`config.mk`:
```
export PLATFORM = sky130hd
export DESIGN_NAME = dcache
export DESIGN_NICKNAME = d
export VERILOG_FILES = /design/src/rtl/dcache_pkg.sv /design/src/rtl/dcache_array.sv /design/src/rtl/dcache.sv
export SDC_FILE = /design/constraint.sdc
export NUM_CORES = 1
export LEC_CHECK = 0
export ABC_AREA = 0
export CAP_MARGIN = 30
export CORE_ASPECT_RATIO = 0.7
export CORE_UTILIZATION = 40
export DETAILED_ROUTE_END_ITERATION = 10
export MAX_ROUTING_LAYER = met4
export SLEW_MARGIN = 40
export SYNTH_ARGS = -nofsm -noshare
export SYNTH_HDL_FRONTEND = slang
export SYNTH_SLANG_ARGS = --single-unit
export TNS_END_PERCENT = 5
```
`constraint.sdc`:
```
create_clock -name CLK -period 5.4 [get_ports CLK]
set_input_delay 0.54 -clock CLK [delete_from_list [all_inputs] [get_ports CLK]]
set_output_delay 0.54 -clock CLK [all_outputs]
set_load 0.05 [all_outputs]
```
`src/rtl/dcache_pkg.sv`:
```
// Shared types and geometry for the direct-mapped, write-back data cache.
package dcache_pkg;
  typedef enum logic [1:0] {IDLE, WRITE_BACK, MEM_READ, UPDATE} state_t;

  localparam int ADDR_W      = 8;
  localparam int BLOCK_BYTES = 4;
  localparam int OFFSET_W    = $clog2(BLOCK_BYTES);
  localparam int LINE_W      = BLOCK_BYTES * 8;
  localparam int MEM_ADDR_W  = ADDR_W - OFFSET_W;
endpackage

```
`src/rtl/dcache_array.sv`:
```
// Line storage: valid/dirty flags (cleared by reset), tags and block data.
module dcache_array import dcache_pkg::*; #(
  parameter int NUM_BLOCKS = 8,
  parameter int IDX_W      = 3,
  parameter int TAG_W      = 3
) (
  input  logic                clk,
  input  logic                rst_n,
  input  logic [IDX_W-1:0]    idx,
  output logic                rd_valid,
  output logic                rd_dirty,
  output logic [TAG_W-1:0]    rd_tag,
  output logic [LINE_W-1:0]   rd_data,
  input  logic                wr_en,
  input  logic [OFFSET_W-1:0] wr_offset,
  input  logic [7:0]          wr_byte,
  input  logic                fill_en,
  input  logic [IDX_W-1:0]    fill_idx,
  input  logic [TAG_W-1:0]    fill_tag,
  input  logic [LINE_W-1:0]   fill_data
);
  logic [NUM_BLOCKS-1:0] valid;
  logic [NUM_BLOCKS-1:0] dirty;
  logic [TAG_W-1:0]      tag_mem  [NUM_BLOCKS];
  logic [LINE_W-1:0]     data_mem [NUM_BLOCKS];

  assign rd_valid = valid[idx];
  assign rd_dirty = dirty[idx];
  assign rd_tag   = tag_mem[idx];
  assign rd_data  = data_mem[idx];

  always_ff @(posedge clk or negedge rst_n) begin
    if (!rst_n) begin
      valid <= '0;
      dirty <= '0;
    end else if (fill_en) begin
      valid[fill_idx] <= 1'b1;
      dirty[fill_idx] <= 1'b0;
    end else if (wr_en) begin
      dirty[idx] <= 1'b1;
    end
  end

  // Tag/data contents survive reset; only the flags decide whether they are used.
  always_ff @(posedge clk) begin
    if (fill_en) begin
      tag_mem[fill_idx]  <= fill_tag;
      data_mem[fill_idx] <= fill_data;
    end else if (wr_en) begin
      data_mem[idx][{wr_offset, 3'b000} +: 8] <= wr_byte;
    end
  end
endmodule

```
`src/rtl/dcache.sv`:
```
// Direct-mapped write-back/write-allocate data cache: hit logic and miss FSM.
module dcache #(
  parameter int NUM_BLOCKS = 8,
  parameter int MEM_ADDR_W = 6
) (
  input  logic                  CLK,
  input  logic                  RESET,
  input  logic                  READ,
  input  logic                  WRITE,
  input  logic [7:0]            ADDRESS,
  input  logic [7:0]            WRITEDATA,
  output logic [7:0]            READDATA,
  output logic                  BUSYWAIT,
  output logic                  mem_read,
  output logic                  mem_write,
  output logic [MEM_ADDR_W-1:0] mem_address,
  output logic [31:0]           mem_writedata,
  input  logic [31:0]           mem_readdata,
  input  logic                  mem_busywait
);
  import dcache_pkg::*;

  localparam int IDX_W = $clog2(NUM_BLOCKS);
  localparam int TAG_W = ADDR_W - OFFSET_W - IDX_W;

  state_t              state;
  logic [OFFSET_W-1:0] offset;
  logic [IDX_W-1:0]    idx;
  logic [TAG_W-1:0]    tag;
  logic                line_valid;
  logic                line_dirty;
  logic [TAG_W-1:0]    line_tag;
  logic [LINE_W-1:0]   line_data;
  logic                hit;
  logic                req;
  logic                miss;
  logic                wr_hit;
  logic [TAG_W-1:0]    miss_tag;
  logic [IDX_W-1:0]    miss_idx;
  logic [LINE_W-1:0]   fill_data;

  assign offset = ADDRESS[OFFSET_W-1:0];
  assign idx    = ADDRESS[OFFSET_W +: IDX_W];
  assign tag    = ADDRESS[ADDR_W-1 -: TAG_W];

  // Gating with RESET keeps every CPU-facing output quiet while reset is held.
  assign hit    = RESET && line_valid && (line_tag == tag);
  assign req    = READ || WRITE;
  assign miss   = req && !hit;
  assign wr_hit = (state == IDLE) && WRITE && hit;

  assign BUSYWAIT = RESET && ((state != IDLE) || miss);
  assign READDATA = ((state == IDLE) && READ && !WRITE && hit)
                    ? line_data[{offset, 3'b000} +: 8] : 8'h00;

  dcache_array #(
    .NUM_BLOCKS (NUM_BLOCKS),
    .IDX_W      (IDX_W),
    .TAG_W      (TAG_W)
  ) u_array (
    .clk       (CLK),
    .rst_n     (RESET),
    .idx       (idx),
    .rd_valid  (line_valid),
    .rd_dirty  (line_dirty),
    .rd_tag    (line_tag),
    .rd_data   (line_data),
    .wr_en     (wr_hit),
    .wr_offset (offset),
    .wr_byte   (WRITEDATA),
    .fill_en   (state == UPDATE),
    .fill_idx  (miss_idx),
    .fill_tag  (miss_tag),
    .fill_data (fill_data)
  );

  // The missing block is latched so the fill finishes even if the request drops.
  always_ff @(posedge CLK) begin
    if (state == IDLE && miss) begin
      miss_tag <= tag;
      miss_idx <= idx;
    end
    if (state == MEM_READ && !mem_busywait) begin
      fill_data <= mem_readdata;
    end
  end

  always_ff @(posedge CLK or negedge RESET) begin
    if (!RESET) begin
      state         <= IDLE;
      mem_read      <= 1'b0;
      mem_write     <= 1'b0;
      mem_address   <= '0;
      mem_writedata <= '0;
    end else begin
      case (state)
        IDLE: begin
          if (miss) begin
            if (line_valid && line_dirty) begin
              state         <= WRITE_BACK;
              mem_write     <= 1'b1;
              mem_address   <= {line_tag, idx};
              mem_writedata <= line_data;
            end else begin
              state       <= MEM_READ;
              mem_read    <= 1'b1;
              mem_address <= {tag, idx};
            end
          end
        end
        WRITE_BACK: begin
          if (!mem_busywait) begin
            state         <= MEM_READ;
            mem_write     <= 1'b0;
            mem_read      <= 1'b1;
            mem_address   <= {miss_tag, miss_idx};
            mem_writedata <= '0;
          end
        end
        MEM_READ: begin
          if (!mem_busywait) begin
            state       <= UPDATE;
            mem_read    <= 1'b0;
            mem_address <= '0;
          end
        end
        UPDATE:  state <= IDLE;
        default: state <= IDLE;
      endcase
    end
  end
endmodule

```
==> results.cfg, run 1 <==
[timing]
period_needed_ns = 4.29
timing.fmax_mhz = 233
final.setup.tns_ns = 0
hold_viol = 0
worst_pin_slew_ns = 0.935
final-setup-viol-count = 0
slew_headroom = 0.367
drv_slew = 0
skew_ns = 0.0146
rsz0062_at_grt = no
finalCritPeriodShare = 0.794

[global_route]
grt_pass1_wl_um = 63600
antenna_found_initial = 0
grt_max_degree = 63
grt_pass1_vias = 9504
overflow = 0
globalRouteTotalUtil = 0.224

[final_layout]
fin_cells = 1762
layout_common_cells = edfxtp_1 (318), mux2i_1 (94), clkdlybuf4s50_1 (89)
areaGrowthSynthToFinish_pct = 19.7
num_antenna_cells = 0
layout_commonest_cell = edfxtp_1
nNetsFinal = 1269
drive_gt1_frac = 0.158

[floorplanning]
start_util = 0.409
num_rows = 60
chipHeight_um = 168
coreArea_um2 = 38700
die_x_um = 240
io_pins = 102
die_area_um2 = 40300

[route]
wirelength_um = 43200
drt-wirelength-per-cell_um = 24.5
postRouteAntennaNets = 0
drc = 0
dr_wl_met2_um = 19200
met3_length_um = 3650
vias = 9862
via_per_inst = 5.60
top_layer = met4
drt-initial-drc-count = 980
wl_met1_um = 19500
first_pass_iters = 5

[clock_tree]
clock-sinks = 376
cts_buffers = 37
clk_path_buf_depth = 3
clk_latency_ns = 0.54
cts_resized = 0
htree_levels = 2
post_cts_buffers = 0
cts_tree = done
clk_pin_slew_worst_paths_ns = 0.06
clock-root-buffer = clkbuf_16

[placed_design]
port_buffers = 101
dp.cells = 1694
gp_congestion = 0.932
hpwlAfterDp_um = 28600

[synthesis]
ys_ff_latch = 376
ys_seq_area_frac = 0.696
synth_area_um2 = 15800
ys_warn_count = 0
netlist_instances = 1073
synth_area_per_cell_um2 = 14.7
ys_types = 59
synthesis.nets = 1135
synth_edf_count = 318
synth_ff_type = edfxtp_1
async_flop_share = 0.154

[critical_path]
crit_required_ns = 4.86
path_cells = buf_4, mux4_2, mux2i_1, xnor2_1, or3b_1, o32ai_4, a21boi_0, clkdlybuf4s50_1
critPathTopFamily = buffers and inverters
end_kind = output port
start_kind = primary input
path_buf_inv = 2
crit_slowest_cell = clkdlybuf4s50_1
critPathMaxStageDelay_ns = 0.71
arrival_ns = 3.75
worst-path-max-fanout = 42
path_class = primary input to output port

[power]
power_mw = 8.36
power_density_nw_per_um2 = 442
p_leak_nw = 6.59
max-vdd-ir-drop_v = 0.000268

[run]
maxCapViolCount = 0

[outcome]
status = complete, no violations

[hold_path]
hp-class = primary input to asynchronous set/reset pin
-- what timing repair did --
| action | CTS | global route |
|---|---|---|
| hold buffers | 1 | 0 |
| hold endpoints to repair | 6 | 0 |
| setup endpoints to repair | 0 | 0 |
-- cell type report --
cell class / instances / area (um^2)
fillers: 3306 / 19700
flip-flops and latches: 376 / 11000
multi-input cells: 587 / 4390
repair buffers: 158 / 1440
clock buffers: 50 / 1050
well taps: 527 / 659
clock inverters: 17 / 211
inverters: 47 / 176
-- cells by family (layout without fill, tap and decap cells) --
family          count (synthesis)  after routing  share of synthesized area
fa+ha+maj                       9              9                    0.00712
buf+inv                       110            272                     0.0290
flops                         376            376                      0.696
compound gates                253            253                      0.109
xor+xnor                        3              3                    0.00261
mux                           143            143                      0.103
simple gates                  179            179                     0.0540
-- through the flow --
step,hold WS (ns),util,worst slack [ns],cell area [um^2]
2_1_floorplan,0.244,-,1.82,15800
3_3_place_gp,0.422,0.455,1.07,17600
3_5_place_dp,0.421,0.456,0.997,17600
4_1_cts,0.408,0.489,1.08,18900
5_1_grt,0.435,0.489,0.917,18900
6_report,0.411,0.489,1.11,18900
-- state kept, by name, indices dropped and copies added, names as in the netlist --
name              cells
state                 2
miss_idx              3
mem_write             1
mem_writedata        32
u_array.valid         8
mem_read              1
mem_address           6
fill_data            32
u_array.tag_mem      24
miss_tag              3
u_array.data_mem    256
u_array.dirty         8
-- synthesized netlist by cell type, drive strengths merged (3+ instances only) --
cell,number,area share
a21oi,79,0.025
a22oi,16,0.0076
a22o,6,0.0033
ha,9,0.0071
mux4,12,0.017
mux2i,99,0.063
a311o,3,0.0019
dfrtp,58,0.092
o21ai,41,0.013
clkbuf,32,0.0076
o32ai,3,0.0029
o2bb2ai,29,0.016
nor3b,3,0.0014
a221oi,22,0.012
nor3,10,0.0039
nand4,8,0.0032
o22ai,20,0.0079
or2,9,0.0036
inv,47,0.011
mux2,32,0.023
and2,3,0.0012
nand2,69,0.016
o22a,8,0.0044
o31ai,3,0.0014
edfxtp,318,0.60
nor2b,8,0.0032
nor2,50,0.012
buf,31,0.010
a221o,5,0.0032
xnor2,3,0.0026
nand3,6,0.0019
o311ai,6,0.0033
-- per-layer routing --
layer | vias to the layer above | GRT usage
li1 | 4414 | -
met1 | 4977 | 0.326
met2 | 418 | 0.321
met3 | 53 | 0.0434
met4 | 0 | 0.0530
met5 | - | -
-- power by group --
part | switching (mW) | internal, mW
combinational | 1.26 | 0.630
sequential | 0.153 | 3.63
clock | 1.08 | 1.60
-- final timing paths --
path                                      endpoint  cells past startpoint                   from  slack, ns
max                                       BUSYWAIT                      8             ADDRESS[3]       1.11
min                               u_array.valid[4]                      2                  RESET       0.41
max reg2reg                u_array.data_mem[6][21]                      8  u_array.tag_mem[5][0]       1.74
min reg2reg                       u_array.valid[0]                      1       u_array.valid[0]       0.46
max in group asynchronous        mem_writedata[11]                      3                  RESET       4.19
min in group CLK                  u_array.valid[0]                      1       u_array.valid[0]       0.46
Note: power is estimated with default switching activity, not from simulation.
==> inputs of run 2 (changes only) <==
Clock period 5.4 ns to 3.9 ns, I/O delays scaled along.
==> run 2 against run 1 <==
Cell area is 2.4% higher. Clock skew is 0.0026 ns higher. Worst hold slack lost 0.35 ns. Die area unchanged. Via count increased by 4.5%. Wire length is 5.9% higher. First-iteration DRC count grew 34%. Non-clock buffer count grew 51. Worst setup slack worse by 0.91 ns. Combinational power is 48% higher. Critical endpoint is now READDATA[0]. Largest cell class unchanged. Largest power group unchanged.
==> results.cfg, run 2 (synthesis results as in run 1) <==
[route]
first_pass_iters = 5
drt-initial-drc-count = 1315
drt-wirelength-per-cell_um = 25.2
via_per_inst = 5.68
postRouteAntennaNets = 0
drc = 0
wirelength_um = 45700
vias = 10302

[final_layout]
top_regs = u_array.data_mem x256, fill_data x32, mem_writedata x32
layout_commonest_cell = edfxtp_1
layout_common_cells = edfxtp_1 (318), buf_4 (107), mux2i_1 (99)
num_antenna_cells = 0
areaGrowthSynthToFinish_pct = 22.6
drive_gt1_frac = 0.191
largest_reg_flops = 256
regMostFlops = u_array.data_mem
nNetsFinal = 1320
nFillCells = 3323

[critical_path]
end_kind = output port
crit_slowest_cell = nor2_1
r2r_start = u_array.tag_mem[6][0]
reg2regPathDepth = 8
r2r_slack_ns = 0.28
start_kind = primary input
path_buf_inv = 5
critPathMaxStageDelay_ns = 0.66
crit_required_ns = 3.51
arrival_ns = 3.31
critPathTopFamily = buffers and inverters
crit_cells = 11
path_cells = buf_4, inv_1, buf_4, nor2_1, buf_4, nand2_1, o21ai_0, a21oi_1, mux4_2, nor2_1, buf_12
worst-path-max-fanout = 25
path_class = primary input to output port
crit_top_cell = buf_4
r2r_end = u_array.data_mem[6][28]

[timing]
skew_ns = 0.0172
final.setup.tns_ns = 0
timing.fmax_mhz = 270
worst_pin_slew_ns = 0.820
hold_viol = 0
finalCritPeriodShare = 0.948
fin_ws_ns = 0.203
rsz0062_at_grt = no
drv_slew = 0
final-setup-viol-count = 0
slew_headroom = 0.452
period_needed_ns = 3.70

[placed_design]
port_buffers = 101
hpwlAfterDp_um = 32400
gp_congestion = 0.929
dp_slack_ns = 0.180

[clock_tree]
clock-sinks = 376
clk_latency_ns = 0.54
htree_levels = 2
cts_hold_buf = 0
clock-root-buffer = clkbuf_16
clk_path_buf_depth = 3
post_cts_buffers = 0
cts_tree = done
cts_resized = 0
cts_buffers = 37
clk_pin_slew_worst_paths_ns = 0.06

[global_route]
grt_max_degree = 59
globalRouteTotalUtil = 0.237
overflow = 0
antenna_found_initial = 0
grt_pass1_vias = 9977
grt_pass1_wl_um = 67300

[floorplanning]
die_x_um = 240
io_pins = 102
coreArea_um2 = 38700
start_util = 0.409
die_area_um2 = 40300
num_rows = 60
chipHeight_um = 168

[power]
p_leak_nw = 6.85
max-vdd-ir-drop_v = 0.000420
power_density_nw_per_um2 = 603

[run]
maxCapViolCount = 0

[hold_path]
hp-class = primary input to asynchronous set/reset pin

[outcome]
status = complete, no violations
run 2: where the power goes:
part | switching (mW) | internal [mW] | leakage [nW] | total, mW
Combinational | 1.82 | 0.966 | 2.61 | 2.79
Sequential | 0.219 | 5.03 | 3.63 | 5.25
Clock | 1.53 | 2.13 | 0.606 | 3.66
run 2: through the flow:
| stage | hold slack (ns) | std cells | power [mW] | cell area [um^2] | utilization |
|---|---|---|---|---|---|
| after global routing | 0.0901 | 1813 | 12.1 | 19400 | 0.501 |
| after global placement | 0.445 | 1745 | 8.04 | 18100 | 0.468 |
| after floorplan | 0.0944 | 1073 | 6.92 | 15800 | - |
| after detailed placement | 0.447 | 1746 | 8.10 | 18100 | 0.469 |
| after CTS | 0.184 | 1813 | 11.7 | 19400 | 0.501 |
| final | 0.0602 | 1813 | 11.7 | 19400 | 0.501 |
run 2: worst reg2reg max path, cell delays in order, from the launching register on:
cell,delay [ns]
edfxtp_1,0.38
mux4_2,0.47
mux2i_1,0.24
xnor2_1,0.15
nor4b_2,0.39
and4bb_1,0.66
nand4_1,0.49
a21oi_1,0.34
buf_4,0.21
run 2: per-layer routing:
metal / wire [um] / global-route usage
met5: 0 / -
met4: 1090 / 0.0627
met3: 3600 / 0.0369
met2: 19700 / 0.331
met1: 21400 / 0.358
run 2: worst max path at each step:
stage | slack (ns) | endpoint | startpoint
global route | 0.06 | u_array.data_mem[6][29] | u_array.tag_mem[5][0]
detailed placement | 0.18 | u_array.data_mem[6][28] | ADDRESS[3]
global placement | 0.21 | u_array.data_mem[6][27] | ADDRESS[3]
finish | 0.20 | READDATA[0] | ADDRESS[2]
floorplan | 0.62 | READDATA[2] | ADDRESS[4]
CTS | 0.24 | READDATA[0] | ADDRESS[2]
run 2: layout make-up:
cell class                      count  area [um^2]  share of cell area
Clock buffer                       45          976              0.0504
Clock inverter                     22          248              0.0128
Inverter                           47          176             0.00910
Multi-Input combinational cell    587         4380               0.226
Sequential cell                   376        11000               0.568
Tap cell                          527          659              0.0340
Timing Repair Buffer              209         1940              0.0999
==> inputs of run 3 (changes only) <==
Settings changed: ABC_CLOCK_PERIOD_IN_PS from default to 3900, TNS_END_PERCENT 5 to default.
==> results of run 3 <==
Final layout, timing and power as in run 2 (identical DEF).
